### config.mk
export PLATFORM = sky130hd
export DESIGN_NAME = tdm_demux_flat
export DESIGN_NICKNAME = d
export VERILOG_FILES = /design/src/rtl/tdm_demux_pkg.sv /design/src/rtl/tdm_demux_if.sv /design/src/rtl/tdm_demux_decoder.sv /design/src/rtl/tdm_demux.sv /design/src/flat_wrapper.sv
export SDC_FILE = /design/constraint.sdc
export NUM_CORES = 1
export LEC_CHECK = 0
export BUFFER_PORTS_ARGS = -buffer_cell sky130_fd_sc_hd__clkbuf_2
export CAP_MARGIN = 10
export CORE_ASPECT_RATIO = 0.5
export CORE_MARGIN = 2
export CORE_UTILIZATION = 25
export CTS_CLUSTER_DIAMETER = 200
export DETAILED_ROUTE_END_ITERATION = 12
export PLACE_DENSITY = 0.49
export REMOVE_ABC_BUFFERS = 1
export SLEW_MARGIN = 20
export SYNTH_ARGS = -nofsm -noshare
export SYNTH_HDL_FRONTEND = slang
export SYNTH_SLANG_ARGS = --single-unit
### constraint.sdc
create_clock -name clk -period 1.43 [get_ports clk]
set_clock_uncertainty 0.15 [all_clocks]
set_input_delay 0.286 -clock clk [delete_from_list [all_inputs] [get_ports clk]]
set_output_delay 0.286 -clock clk [all_outputs]
set_load 0.1 [all_outputs]
### src/rtl/tdm_demux_pkg.sv
// Shared types and helpers for the TDM receive-side demultiplexer.
// Holds the lock FSM states, default sizing and channel-slice arithmetic.
package tdm_pkg;

  typedef enum logic {
    HUNT    = 1'b0,
    COLLECT = 1'b1
  } tdm_state_t;

  localparam int TDM_N_CH   = 8;
  localparam int TDM_DATA_W = 1;

  function automatic int slice_off(input int k, input int w);
    return k * w;
  endfunction

endpackage

### src/rtl/tdm_demux_if.sv
// Serial sample bus in, parallel frame bus out, for tdm_demux.
// master drives samples (source side); slave is the demultiplexer.
interface tdm_demux_if
  import tdm_pkg::*;
#(
  parameter int N_CH   = TDM_N_CH,
  parameter int DATA_W = TDM_DATA_W
);

  localparam int IDX_W = $clog2(N_CH);

  logic [DATA_W-1:0]      din;
  logic                   din_valid;
  logic                   frame_sync;
  logic [N_CH*DATA_W-1:0] dout;
  logic                   dout_valid;
  logic [IDX_W-1:0]       ch_idx;
  logic                   locked;
  logic                   frame_err;

  modport master (
    output din,
    output din_valid,
    output frame_sync,
    input  dout,
    input  dout_valid,
    input  ch_idx,
    input  locked,
    input  frame_err
  );

  modport slave (
    input  din,
    input  din_valid,
    input  frame_sync,
    output dout,
    output dout_valid,
    output ch_idx,
    output locked,
    output frame_err
  );

endinterface

### src/rtl/tdm_demux_decoder.sv
// Index-to-one-hot write strobe for the shadow channel registers.
// Structural inverse of an N:1 selector mux.
module demux_decoder #(
  parameter  int N_CH  = 8,
  localparam int IDX_W = $clog2(N_CH)
) (
  input  logic [IDX_W-1:0] idx,
  input  logic             en,
  output logic [N_CH-1:0]  strobe
);

  always_comb begin
    strobe = '0;
    for (int k = 0; k < N_CH; k++) begin
      strobe[k] = en && (idx == IDX_W'(k));
    end
  end

endmodule

### src/rtl/tdm_demux.sv
// Time-division demultiplexer: serial samples into a registered frame.
// Optional missing-sync check enabled by TDM_DEMUX_SYNC_CHECK_EN.
module tdm_demux
  import tdm_pkg::*;
#(
  parameter  int N_CH   = TDM_N_CH,
  parameter  int DATA_W = TDM_DATA_W,
  localparam int IDX_W  = $clog2(N_CH),
  localparam int FW     = N_CH * DATA_W
) (
  input  logic         clk,
  input  logic         reset,
  tdm_demux_if.slave   bus
);

  localparam logic [IDX_W-1:0] LAST = IDX_W'(N_CH - 1);

  tdm_state_t       st, st_n;
  logic [IDX_W-1:0] idx, idx_n;
  logic [FW-1:0]    shadow, sh_n;
  logic [FW-1:0]    dout_q, do_n;
  logic             dv_q, dv_n;
  logic             fe_q, fe_n;

  logic             wr_en;
  logic [IDX_W-1:0] wr_idx;
  logic             clr;
  logic             drop;
  logic [N_CH-1:0]  strobe;

  demux_decoder #(.N_CH(N_CH)) u_dec (
    .idx    (wr_idx),
    .en     (wr_en),
    .strobe (strobe)
  );

  always_ff @(posedge clk or posedge reset) begin
    if (reset) begin
      st     <= HUNT;
      idx    <= '0;
      shadow <= '0;
      dout_q <= '0;
      dv_q   <= 1'b0;
      fe_q   <= 1'b0;
    end else begin
      st     <= st_n;
      idx    <= idx_n;
      shadow <= sh_n;
      dout_q <= do_n;
      dv_q   <= dv_n;
      fe_q   <= fe_n;
    end
  end

  // Control: decide where (and whether) this sample lands.
  always_comb begin
    st_n   = st;
    wr_en  = 1'b0;
    wr_idx = idx;
    clr    = 1'b0;
    drop   = 1'b0;
    dv_n   = 1'b0;
    fe_n   = 1'b0;
    if (bus.din_valid) begin
      unique case (st)
        HUNT: begin
          if (bus.frame_sync) begin
            wr_en  = 1'b1;
            wr_idx = '0;
            clr    = 1'b1;
            st_n   = COLLECT;
          end
        end
        COLLECT: begin
          if (bus.frame_sync && idx != '0) begin
            fe_n   = 1'b1;
            clr    = 1'b1;
            wr_en  = 1'b1;
            wr_idx = '0;
          end
`ifdef TDM_DEMUX_SYNC_CHECK_EN
          else if (!bus.frame_sync && idx == '0) begin
            fe_n = 1'b1;
            drop = 1'b1;
            st_n = HUNT;
          end
`endif
          else begin
            wr_en = 1'b1;
            dv_n  = (idx == LAST);
          end
        end
        default: ;
      endcase
    end
  end

  // Datapath: shadow update, index advance, frame publish.
  always_comb begin
    sh_n = clr ? '0 : shadow;
    for (int k = 0; k < N_CH; k++) begin
      if (strobe[k]) begin
        sh_n[slice_off(k, DATA_W) +: DATA_W] = bus.din;
      end
    end
    idx_n = idx;
    if (wr_en) begin
      idx_n = (wr_idx == LAST) ? '0 : wr_idx + IDX_W'(1);
    end else if (drop) begin
      idx_n = '0;
    end
    do_n = dv_n ? sh_n : dout_q;
  end

  assign bus.dout       = dout_q;
  assign bus.dout_valid = dv_q;
  assign bus.ch_idx     = idx;
  assign bus.locked     = (st == COLLECT);
  assign bus.frame_err  = fe_q;

endmodule

### src/flat_wrapper.sv
// flat-port wrapper written by rule: the top's interface ports become plain ports
module tdm_demux_flat import tdm_pkg::*;
#(
  parameter  int N_CH   = TDM_N_CH,
  parameter  int DATA_W = TDM_DATA_W,
  localparam int IDX_W  = $clog2(N_CH),
  localparam int FW     = N_CH * DATA_W
)
  (clk, reset, bus_din, bus_din_valid, bus_frame_sync, bus_dout, bus_dout_valid, bus_ch_idx, bus_locked, bus_frame_err);
  tdm_demux_if #(.N_CH(N_CH), .DATA_W(DATA_W)) bus_i ();
  input  logic clk;
  input  logic reset;
  input wire logic [$bits(bus_i.din)-1:0] bus_din;
  input wire logic [$bits(bus_i.din_valid)-1:0] bus_din_valid;
  input wire logic [$bits(bus_i.frame_sync)-1:0] bus_frame_sync;
  output wire logic [$bits(bus_i.dout)-1:0] bus_dout;
  output wire logic [$bits(bus_i.dout_valid)-1:0] bus_dout_valid;
  output wire logic [$bits(bus_i.ch_idx)-1:0] bus_ch_idx;
  output wire logic [$bits(bus_i.locked)-1:0] bus_locked;
  output wire logic [$bits(bus_i.frame_err)-1:0] bus_frame_err;
  assign bus_i.din = bus_din;
  assign bus_i.din_valid = bus_din_valid;
  assign bus_i.frame_sync = bus_frame_sync;
  assign bus_dout = bus_i.dout;
  assign bus_dout_valid = bus_i.dout_valid;
  assign bus_ch_idx = bus_i.ch_idx;
  assign bus_locked = bus_i.locked;
  assign bus_frame_err = bus_i.frame_err;
  tdm_demux #(.N_CH(N_CH), .DATA_W(DATA_W)) u_core (.clk(clk), .reset(reset), .bus(bus_i));
endmodule
After elaboration in Yosys (flattened, before gate mapping) --
Index checks and enable logic that the tools add are counted.
Word-level totals: output and inout bits 14, register bits 22
Operators by class: equal/unequal tests 8, multiplexer cells 26, bitwise operators 1, $add $sub $neg 1, reductions and logical operators 11
Operators by type and width (number):
- 1-bit two-way mux | 18
- 3-bit == test, second input constant | 5
- 3-bit two-way mux | 4
- 1-bit logical AND | 9
- 8-bit two-way mux | 1
- 3-bit by 2-bit == test with 1-bit output, second input constant | 2
- 3-bit one-hot mux with 2 select lines | 1
- 1-bit one-hot mux with 2 select lines | 2
- 3-bit by 1-bit adder with 3-bit output, second input constant | 1
- 3-bit by 1-bit == test with 1-bit output, second input constant | 1
- 3-bit zero test | 1
- 3-bit nonzero test | 1
- 1-bit NOT | 1

Longest topological paths before layout --
Gate-level depths: netlist of the first run.
word-level depth 8, depth in mapped cells 8, gate-level depth less buffers 7

Hierarchy --
A second synthesis of the first run with hierarchy kept.
Unflattened totals: cell total of the unflattened synthesis 84, area total of the unflattened synthesis 1123.6 sq um
Modules (own cells, without submodules):
- tdm_demux | area an instance 1028.5 sq um, cells an instance 76, seq. area each 550.5 sq um, times used 1
- demux_decoder | area an instance 95.1 sq um, cells an instance 8, seq. area each 0.0 sq um, times used 1

Worst setup path before layout of the first run --
No wires, ideal clock.
path type register to register, from register u_core.st, in the netlist u_core.bus.locked, to register u_core.dout_q[0], in the netlist u_core.bus.dout[0], data required time 1155 ps, arrival time 1942 ps, slack -788 ps, cell stages (with the launch flop) 6, cells stage by stage dfrtp_1 > buf_2 > and4b_4 > nand2_2 > inv_2 > mux2_2
On the way: elaborated cells on any way between the ends 13, classes of those cells mux: 10; bitwise: 1; reduce/logical: 2
RTL lines:
- start, declared | line tdm_demux.sv:18 | tdm_state_t st, st_n;
- start signal, assigned | line tdm_demux.sv:46 | st <= st_n;
- 1-bit two-way mux | line tdm_demux.sv:65 | unique case (st)
- 1-bit two-way mux | line tdm_demux.sv:64 | if (bus.din_valid) begin
- net u_core.dv_n | line tdm_demux.sv:22 | logic dv_q, dv_n;
- end signal, assigned | line tdm_demux.sv:49 | dout_q <= do_n;
- end, declared | line tdm_demux.sv:21 | logic [FW-1:0] dout_q, do_n;
The timed path passes the listed nets, and every way through them passes these cells. A chain may end at the register's enable or synchronous reset.

Worst setup path in the final report of the first run --
from register u_core.idx[2], in the netlist u_core.bus.ch_idx[2], to output port bus_ch_idx[2]
RTL lines:
- start, declared | line tdm_demux.sv:19 | logic [IDX_W-1:0] idx, idx_n;
- start signal, assigned | line tdm_demux.sv:47 | idx <= idx_n;
- end, declared | line flat_wrapper.sv:18 | output wire logic [$bits(bus_i.ch_idx)-1:0] bus_ch_idx;
No word-level cell between the ends.

==> summary.txt, run 1 <==
Outcome
  • Status: finished with violations
  • Failing checks: setup timing

Critical path
  • Crit-path max FO: 5
  • Data required, critical path: 990 ps
  • Crit-path cells: buf_4, buf_6, buf_12
  • Setup CP Type: reg2out
  • Buf/Inv on CP: 3
  • CP endpoint kind: primary output
  • Critical path's top delay family: flip-flops
  • Critical Path Slowest Stage Cell: dfrtp_2
  • CP peak stage delay: 450 ps
  • Critical Path AT: 1130 ps
  • Worst setup SP type: flop

Clocking
  • Clock buffer count from CTS: 3
  • H-tree depth: 1
  • Worst-Skew Late Latency: 260 ps
  • Clk pin slew, worst setup/hold paths: 80 ps
  • CTS Root Cell: clkbuf_8
  • CTS tree: done
  • CTS Sinks: 22
  • CTS Buffer Depth: 2

Floorplanning
  • Initial Util: 0.264
  • Die Area: 4750 µm²
  • I/O pin cnt: 19
  • Core area: 3960 µm²
  • Placement Rows: 16
  • Die width: 95.5 µm
  • Die span in y: 49.7 µm

Global routing
  • First-pass GRT wire length: 4.56 mm
  • Initial antenna violation count: 0
  • Tot GR Track Use: 0.125
  • Largest net degree at the start of global routing: 23
  • GRT overflow: 0
  • Vias in the first global route: 992

Logic synthesis
  • Post-synthesis sequential area ratio: 0.526
  • Area leader, netlist: dfrtp_1
  • Top cells by area in the synthesized netlist: dfrtp_1 (53%), o21ai_0 (7.7%), mux2i_1 (4.8%)
  • Synth top area share: 0.526
  • Avg Inst Size Synth: 10.7 µm²
  • Ys Warns: 0
  • Synth async-reset ratio: 1.00
  • Mapped cell area: 1050 µm²
  • Post-Synthesis Cells: 98
  • Unique masters post-synth: 29
  • Top FF cell, synth: dfrtp_1
  • Number of synthesized flops with an enable pin: 0
  • Register bit total from synthesis: 22

Place
  • Place WS: -175 ps
  • Port Buffers: 18
  • Final Wtd Congestion: 0.768
  • Hpwl dp: 1.86 mm
  • Area after DPL: 1560 µm²

Layout
  • Non-Filler Cell Area, Final: 1800 µm²
  • P&R area growth vs syn: 71.9%
  • Most common cell after layout, fill and taps aside: buf_4
  • Share of cells above drive strength 1: 0.537
  • Most frequent cells in the layout: buf_4 (24), dfrtp_1 (18), buf_12 (14)
  • Diode count: 0
  • Nets: 155
  • Layout Utilization: 0.454

Timing
  • Fin Hold WS: 174 ps
  • RSZ-0062 raised after global routing: yes
  • Setup TNS: -948 ps
  • Fmax: 639 MHz
  • Final hold vios: 0
  • Final worst setup slack: -135 ps
  • Final Cycle Share: 1.09
  • Slew HR: 0.758
  • Fin. max-slew vios: 0
  • Setup-failing EPs final: 18
  • Final worst path period need: 1570 ps
  • Worst Tran Pin Value: 361 ps

Pwr
  • Worst VDD drop: 0.856 mV
  • Power density over cell area: 1330 nW/µm²
  • Lkg Pwr: 0.854 nW

Drt
  • DRT Pass-1 Iters: 5
  • WL/cell: 12.9 µm
  • Vias: 892
  • Post-route ant nets: 0
  • Post-DR vias/cell: 4.44
  • Drt initial violations: 24
  • DRT Wirelength: 2.58 mm
  • Residual DRC: 0

Hold path
  • Hold Path Class: in2reg

Flow run
  • MaxCap Viol Count: 0
-- worst paths after layout --
kind,from,endpoint,slack [ps],depth (start not counted)
worst max register to register,u_core.bus.ch_idx[0],u_core.shadow[0],-110,3
worst min-delay path,bus_din,u_core.shadow[0],170,2
worst min register to register,u_core.shadow[0],u_core.bus.dout[0],370,1
max in group asynchronous,reset,u_core.bus.ch_idx[1],450,4
worst max-delay path,u_core.bus.ch_idx[2],bus_ch_idx[2],-140,3
min in group asynchronous,reset,u_core.bus.dout[7],440,4
-- per-stage QoR --
stage | power [mW] | std cells
detailed placement | 1.79 | 188
floorplan | 1.35 | 93
finish | 2.39 | 201
global placement | 1.79 | 188
CTS | 2.33 | 197
global route | 2.49 | 201
-- synthesized netlist by cell type (2+ instances only) --
library cell,number
mux2i_1,5
ha_1,2
o21ai_0,16
nand2_1,8
inv_1,7
nand3_1,3
dfrtp_1,22
and2_2,2
buf_2,4
o221ai_1,2
nor3_1,2
a31oi_1,2
mux2_2,2
a21oi_1,4
nand3b_1,3
-- sequential cells by signal, indices dropped and copies added, names as in the netlist --
register,count
u_core.bus.ch_idx,3
u_core.bus.dout_valid,1
u_core.bus.locked,1
u_core.bus.dout,8
u_core.bus.frame_err,1
u_core.shadow,8
-- area by class of cell --
class | count | area (µm²)
Sequential cell | 22 | 556
Fill cell | 368 | 2170
Clock buffer | 4 | 55.1
Multi-Input combinational cell | 63 | 518
Timing Repair Buffer | 50 | 569
Inverter | 8 | 32.5
Tap cell | 54 | 67.6
-- layer usage --
metal | routed length (µm) | GRT usage | vias to the layer above
li1 | - | - | 441
met1 | 1290 | 0.174 | 437
met2 | 1210 | 0.195 | 12
met3 | 67 | 0.0321 | 2
met4 | 17 | 0.0286 | 0
met5 | 0 | 0 | -
-- where the power goes --
group / switching, mW / leakage [nW] / internal, mW
Clock: 0.197 / 0.0288 / 0.245
Sequential: 0.0935 / 0.287 / 0.710
Combinational: 0.647 / 0.539 / 0.494
-- logic make-up (layout without fill, tap and decap cells) --
family          after synthesis  count (layout)  synth area share
mux                           8               8            0.0801
flops                        22              22             0.526
fa+ha+maj                     2               2            0.0239
simple gates                 26              26             0.166
buf+inv                      13              62            0.0586
compound gates               27              27             0.145
-- repair_timing --
action	CTS	global route
hold buffers	1	0
resized for setup	30	14
endpoints found under the hold margin	22	0
pin swaps	9	6
setup endpoints to repair	21	21
buffers inserted	4	4
No activity file was read; power rests on OpenSTA's default activity.
==> run 2: changes to the inputs <==
SKIP_LAST_GASP = 1   (was unset)
==> run 2 against run 1 <==
  * Critical path depth rose by 1
  * Worst setup slack better by 24 ps
  * The run still ends with setup timing left
  * Largest power group unchanged
  * Cell count unchanged
==> summary.txt, run 2 (synthesis gave the netlist of run 1 again) <==
Outcome
  • Status: finished with violations
  • Failing checks: setup timing

Floorplanning
  • Die width: 95.5 µm (unchanged)
  • Initial Util: 0.264 (unchanged)
  • Placement Rows: 16 (unchanged)
  • Core area: 3960 µm² (unchanged)
  • I/O pin cnt: 19 (unchanged)
  • Die span in y: 49.7 µm (unchanged)
  • Die Area: 4750 µm² (unchanged)

Drt
  • Post-DR vias/cell: 4.47 (+0.78%)
  • Drt initial violations: 38 (+58%)
  • WL/cell: 13.0 µm (+1.4%)
  • Post-route ant nets: 0 (unchanged)
  • Vias: 899 (+0.78%)
  • DRT Pass-1 Iters: 4 (-1)
  • Residual DRC: 0 (unchanged)
  • DRT Wirelength: 2.62 mm (+1.4%)

Timing
  • Final hold vios: 0 (unchanged)
  • Worst Tran Pin Value: 281 ps (-80.1 ps)
  • RSZ-0062 raised after global routing: yes
  • Final worst path period need: 1540 ps (-23.8 ps)
  • Final Cycle Share: 1.08 (-0.0166)
  • Fin. max-slew vios: 0 (unchanged)
  • Final worst setup slack: -112 ps (+23.8 ps)
  • Slew HR: 0.812 (+0.0544)
  • Fmax: 649 MHz (+1.5%)
  • Setup-failing EPs final: 18 (unchanged)

Place
  • Port Buffers: 18 (unchanged)
  • Hpwl dp: 1.86 mm (unchanged)
  • Inst Count DP: 188 (unchanged)
  • Final Wtd Congestion: 0.768 (unchanged)

Layout
  • Layout Utilization: 0.457 (+0.00316)
  • Nets: 155 (unchanged)
  • P&R area growth vs syn: 73.1%
  • Most common cell after layout, fill and taps aside: buf_4
  • Fill cells: 373 (+1.4%)
  • Finished Layout Cells: 201 (unchanged)
  • Share of cells above drive strength 1: 0.565 (+0.0272)
  • Most frequent cells in the layout: buf_4 (26), dfrtp_1 (18), buf_12 (14)
  • Diode count: 0 (unchanged)

Critical path
  • Data required, critical path: 1430 ps (+440 ps)
  • Critical Path AT: 1540 ps (+410 ps)
  • Worst setup SP type: flop
  • Crit-path max FO: 5 (unchanged)
  • CP endpoint kind: flop
  • CP peak stage delay: 470 ps (+20 ps)
  • Crit-path cells: nor4b_4, buf_4, o21ai_2, mux2_4
  • Critical path's top delay family: flip-flops
  • Buf/Inv on CP: 1 (-2)
  • Setup CP Type: reg2reg
  • Critical Path Slowest Stage Cell: dfrtp_2

Clocking
  • Worst-Skew Late Latency: 260 ps (about the same)
  • CTS Root Cell: clkbuf_8
  • CTS Buffer Depth: 2 (unchanged)
  • Clk pin slew, worst setup/hold paths: 80 ps (about the same)
  • CTS tree: done
  • H-tree depth: 1 (unchanged)
  • Clock buffer count from CTS: 3 (unchanged)
  • CTS Sinks: 22 (unchanged)

Global routing
  • First-pass GRT wire length: 4.55 mm (-0.13%)
  • Initial antenna violation count: 0 (unchanged)
  • Tot GR Track Use: 0.124 (-0.000327)
  • Largest net degree at the start of global routing: 23 (unchanged)
  • GRT overflow: 0 (unchanged)
  • Vias in the first global route: 992 (unchanged)

Hold path
  • Hold Path Class: in2reg

Pwr
  • Power density over cell area: 1330 nW/µm² (about the same)
  • Worst VDD drop: 0.842 mV (-1.6%)
  • Lkg Pwr: 0.856 nW (+0.15%)

Flow run
  • MaxCap Viol Count: 0 (unchanged)
run 2: repair_timing:
action,CTS,global route
endpoints found under the hold margin,22,0
pin swaps,8,8
hold buffers,1,0
endpoints found under the setup margin,21,21
gates resized for setup,29,18
setup buffers,4,4
run 2: stage by stage:
stage	hold slack, ps	TNS (ps)	cell area, µm²	setup WS [ps]	total power, mW
after floorplan	125	-12130	1010	-769	1.35
after global placement	166	-1790	1560	-142	1.79
after detailed placement	172	-1810	1560	-175	1.79
after CTS	153	-1010	1720	-107	2.32
after global routing	168	-1830	1810	-151	2.50
final	159	-700	1810	-112	2.40
run 2: final timing paths:
kind | startpoint | endpoint | slack, ps | depth (start not counted)
min | bus_din | u_core.shadow[3] | 160 | 3
min in group asynchronous | reset | u_core.bus.dout[7] | 440 | 4
max in group asynchronous | reset | u_core.bus.ch_idx[1] | 450 | 4
max | u_core.bus.ch_idx[2] | u_core.shadow[0] | -110 | 4
min reg2reg | u_core.shadow[0] | u_core.shadow[0] | 370 | 1
max reg2reg | u_core.bus.ch_idx[2] | u_core.shadow[0] | -110 | 4
run 2: worst reg2reg max path: stages (launching register included):
cell and delay, ps:
dfrtp_2 470, nor4b_4 270, buf_4 180, o21ai_2 70, mux2_4 290
run 2: report_power, final:
part,internal (mW),switching [mW]
clock,0.245,0.200
combinational,0.493,0.657
sequential,0.710,0.0985
total,1.45,0.956
run 2: area by class of cell:
cell class | instances | area, µm² | share of cell area
timing repair buffer | 50 | 566 | 0.312
sequential | 22 | 556 | 0.307
multi-input combinational | 63 | 534 | 0.295
tap | 54 | 67.6 | 0.0373
clock buffer | 4 | 55.1 | 0.0304
inverter | 8 | 32.5 | 0.0180
run 2: layer usage:
| metal | GRT usage | vias to the layer above | part of all wire |
|---|---|---|---|
| li1 | - | 442 | - |
| met1 | 0.173 | 445 | 0.51 |
| met2 | 0.195 | 12 | 0.47 |
| met3 | 0.0321 | 0 | 0.021 |
| met4 | 0.0286 | 0 | 0 |
| met5 | 0 | - | 0 |
==> run 3: changes to the inputs <==
REMOVE_ABC_BUFFERS = unset   (was 1)
==> run 3 against run 2 <==
  * The flow still finishes with violations (setup timing)
  * Critical path depth is 1 higher
  * Final area is 1.0% lower
  * Largest power group unchanged
  * Power is 1.7% lower
  * Via count is 0.78% higher
  * Sequential cell count stayed put
  * Wire length is 1.4% lower
  * Global-route usage hardly changed
  * Critical endpoint is now u_core.bus.dout[3]
==> summary.txt, run 3 (synthesis gave the netlist of run 1 again) <==
Timing
  • Final Cycle Share: 1.13 (+0.0527)
  • Slew HR: 0.816 (+0.00379)
  • Fmax: 618 MHz (-4.7%)
  • Setup-failing EPs final: 21 (+3)
  • Fin Hold WS: 157 ps (-2.21 ps)
  • RSZ-0062 raised after global routing: yes
  • Final worst path period need: 1620 ps (+75.4 ps)
  • Final worst setup slack: -187 ps (-75.4 ps)
  • Fin. max-slew vios: 0 (unchanged)
  • Final hold vios: 0 (unchanged)
  • Setup TNS: -2380 ps (-1680 ps)
  • Worst Tran Pin Value: 274 ps (-6.85 ps)

Critical path
  • Setup CP Type: reg2reg
  • Critical Path AT: 1650 ps (+110 ps)
  • Crit-path max FO: 3 (-2)
  • Data required, critical path: 1460 ps (+30 ps)
  • R2R depth: 5 (+1)
  • R2R Setup Slk: -190 ps (-80 ps)
  • R2R Path End: u_core.bus.dout[3]
  • CP endpoint kind: flop
  • Worst setup SP type: flop
  • Reg2Reg Launch Point: u_core.bus.ch_idx[0]

Pwr
  • Lkg Pwr: 0.845 nW (-1.2%)
  • Int Pwr: 1.43 mW (-0.91%)
  • Power density over cell area: 1320 nW/µm² (-0.66%)
  • Worst VDD drop: 0.721 mV (-14%)
  • Sw frac: 0.393 (-0.00478)
  • Clk pwr share: 0.187 (+0.002)
  • Sequential power share: 0.341 (+0.005)
  • Logic pwr share: 0.472 (-0.006)
  • NetSw: 0.929 mW (-2.9%)

Place
  • Inst Count DP: 187 (-0.53%)
  • Area after DPL: 1590 µm² (+2.0%)
  • Final Wtd Congestion: 0.820 (+6.7%)
  • Hpwl dp: 1.80 mm (-3.6%)
  • Port Buffers: 18 (unchanged)

Drt
  • Post-DR vias/cell: 4.53 (+1.3%)
  • DRT Pass-1 Iters: 4 (unchanged)
  • DRT Wirelength: 2.58 mm (-1.4%)
  • Residual DRC: 0 (unchanged)
  • WL/cell: 12.9 µm (-0.92%)
  • Post-route ant nets: 0 (unchanged)
  • Vias: 906 (+0.78%)
  • Drt initial violations: 26 (-32%)

Global routing
  • Initial antenna violation count: 0 (unchanged)
  • Vias in the first global route: 933 (-5.9%)
  • Largest net degree at the start of global routing: 23 (unchanged)
  • GRT overflow: 0 (unchanged)
  • Tot GR Track Use: 0.124 (about the same)
  • First-pass GRT wire length: 4.46 mm (-2.1%)

Layout
  • P&R area growth vs syn: 71.3%
  • Share of cells above drive strength 1: 0.514 (-0.0509)
  • Finished Layout Cells: 200 (-0.50%)
  • Most common cell after layout, fill and taps aside: buf_4
  • Nets: 154 (-0.65%)
  • Most frequent cells in the layout: buf_4 (23), dfrtp_1 (18), buf_12 (15)
  • Non-Filler Cell Area, Final: 1790 µm² (-1.0%)
  • Diode count: 0 (unchanged)
  • Layout Utilization: 0.452 (-0.00474)
  • Fill cells: 381 (+2.1%)

Logic synthesis
  • Mapped Nets: 105

Clocking
  • CTS Sinks: 22 (unchanged)
  • Worst-Skew Late Latency: 260 ps (about the same)
  • CTS Root Cell: clkbuf_8
  • CTS Buffer Depth: 2 (unchanged)
  • CTS tree: done
  • Clk pin slew, worst setup/hold paths: 80 ps (about the same)
  • Clock buffer count from CTS: 3 (unchanged)
  • H-tree depth: 1 (unchanged)

Floorplanning
  • Die span in y: 49.7 µm (unchanged)
  • I/O pin cnt: 19 (unchanged)
  • Die Area: 4750 µm² (unchanged)
  • Initial Util: 0.264 (unchanged)
  • Core area: 3960 µm² (unchanged)
  • Placement Rows: 16 (unchanged)
  • Die width: 95.5 µm (unchanged)

Hold path
  • Worst hold endpoint: u_core.bus.frame_err
  • Hold_sp: bus_din_valid
  • Hold Path Depth: 3 (unchanged)
  • Hold Path Class: in2reg

Flow run
  • MaxCap Viol Count: 0 (unchanged)

Outcome
  • Failing checks: setup timing
  • Status: finished with violations
## run 3: metal layers
| metal | share of wire | track usage | vias up |
|---|---|---|---|
| met3 | 0.038 | 0.0336 | 2 |
| met5 | 0 | 0 | - |
| li1 | - | - | 442 |
| met4 | 0.010 | 0.0452 | 0 |
| met2 | 0.49 | 0.194 | 17 |
| met1 | 0.46 | 0.167 | 445 |
## run 3: timing repair
| action | in CTS | in global routing |
|---|---|---|
| pin swaps | 6 | 6 |
| gates resized for setup | 21 | 5 |
| gates cloned | 0 | 0 |
| setup endpoints to repair | 20 | 22 |
| setup buffers | 6 | 2 |
| hold buffers | 1 | 0 |
| hold endpoints to repair | 22 | 0 |
## run 3: area by class of cell
type | count | area, µm² | share of cell area
multi-input combinational | 63 | 500 | 0.279
inverter | 8 | 32.5 | 0.0182
sequential | 22 | 566 | 0.316
clock buffer | 4 | 55.1 | 0.0307
tap | 54 | 67.6 | 0.0377
timing repair buffer | 49 | 571 | 0.318
## run 3: worst max-delay path: stages (launching register included)
cell and delay [ps]:
dfrtp_4 500, buf_12 140, nor4b_4 310, buf_4 190
o221ai_2 110, a31oi_1 150
## run 3: per-stage QoR
step | power [mW] | worst slack (ps)
2_1_floorplan | 1.41 | -356
3_3_place_gp | 1.81 | -126
3_5_place_dp | 1.81 | -156
4_1_cts | 2.36 | -199
5_1_grt | 2.47 | -267
6_report | 2.36 | -187
## run 3: worst max-delay path by stage
| stage | start | to | cells past startpoint |
|---|---|---|---|
| after floorplan | u_core.bus.ch_idx[2] | u_core.shadow[0] | 4 |
| after global placement | bus_frame_sync | u_core.bus.dout[3] | 8 |
| after detailed placement | bus_frame_sync | u_core.bus.dout[3] | 8 |
| after CTS | u_core.bus.ch_idx[0] | bus_ch_idx[0] | 3 |
| after global routing | u_core.bus.ch_idx[0] | u_core.bus.dout[3] | 5 |
| final | u_core.bus.ch_idx[0] | u_core.bus.dout[3] | 5 |
## run 3: power groups by stage
stage | clock network, mW | logic, mW | registers [mW]
after floorplan | 0 | 0.241 | 1.17
after global placement | 0 | 1.00 | 0.809
after detailed placement | 0 | 1.00 | 0.808
after CTS | 0.458 | 1.10 | 0.805
after global routing | 0.487 | 1.17 | 0.817
final | 0.442 | 1.12 | 0.806
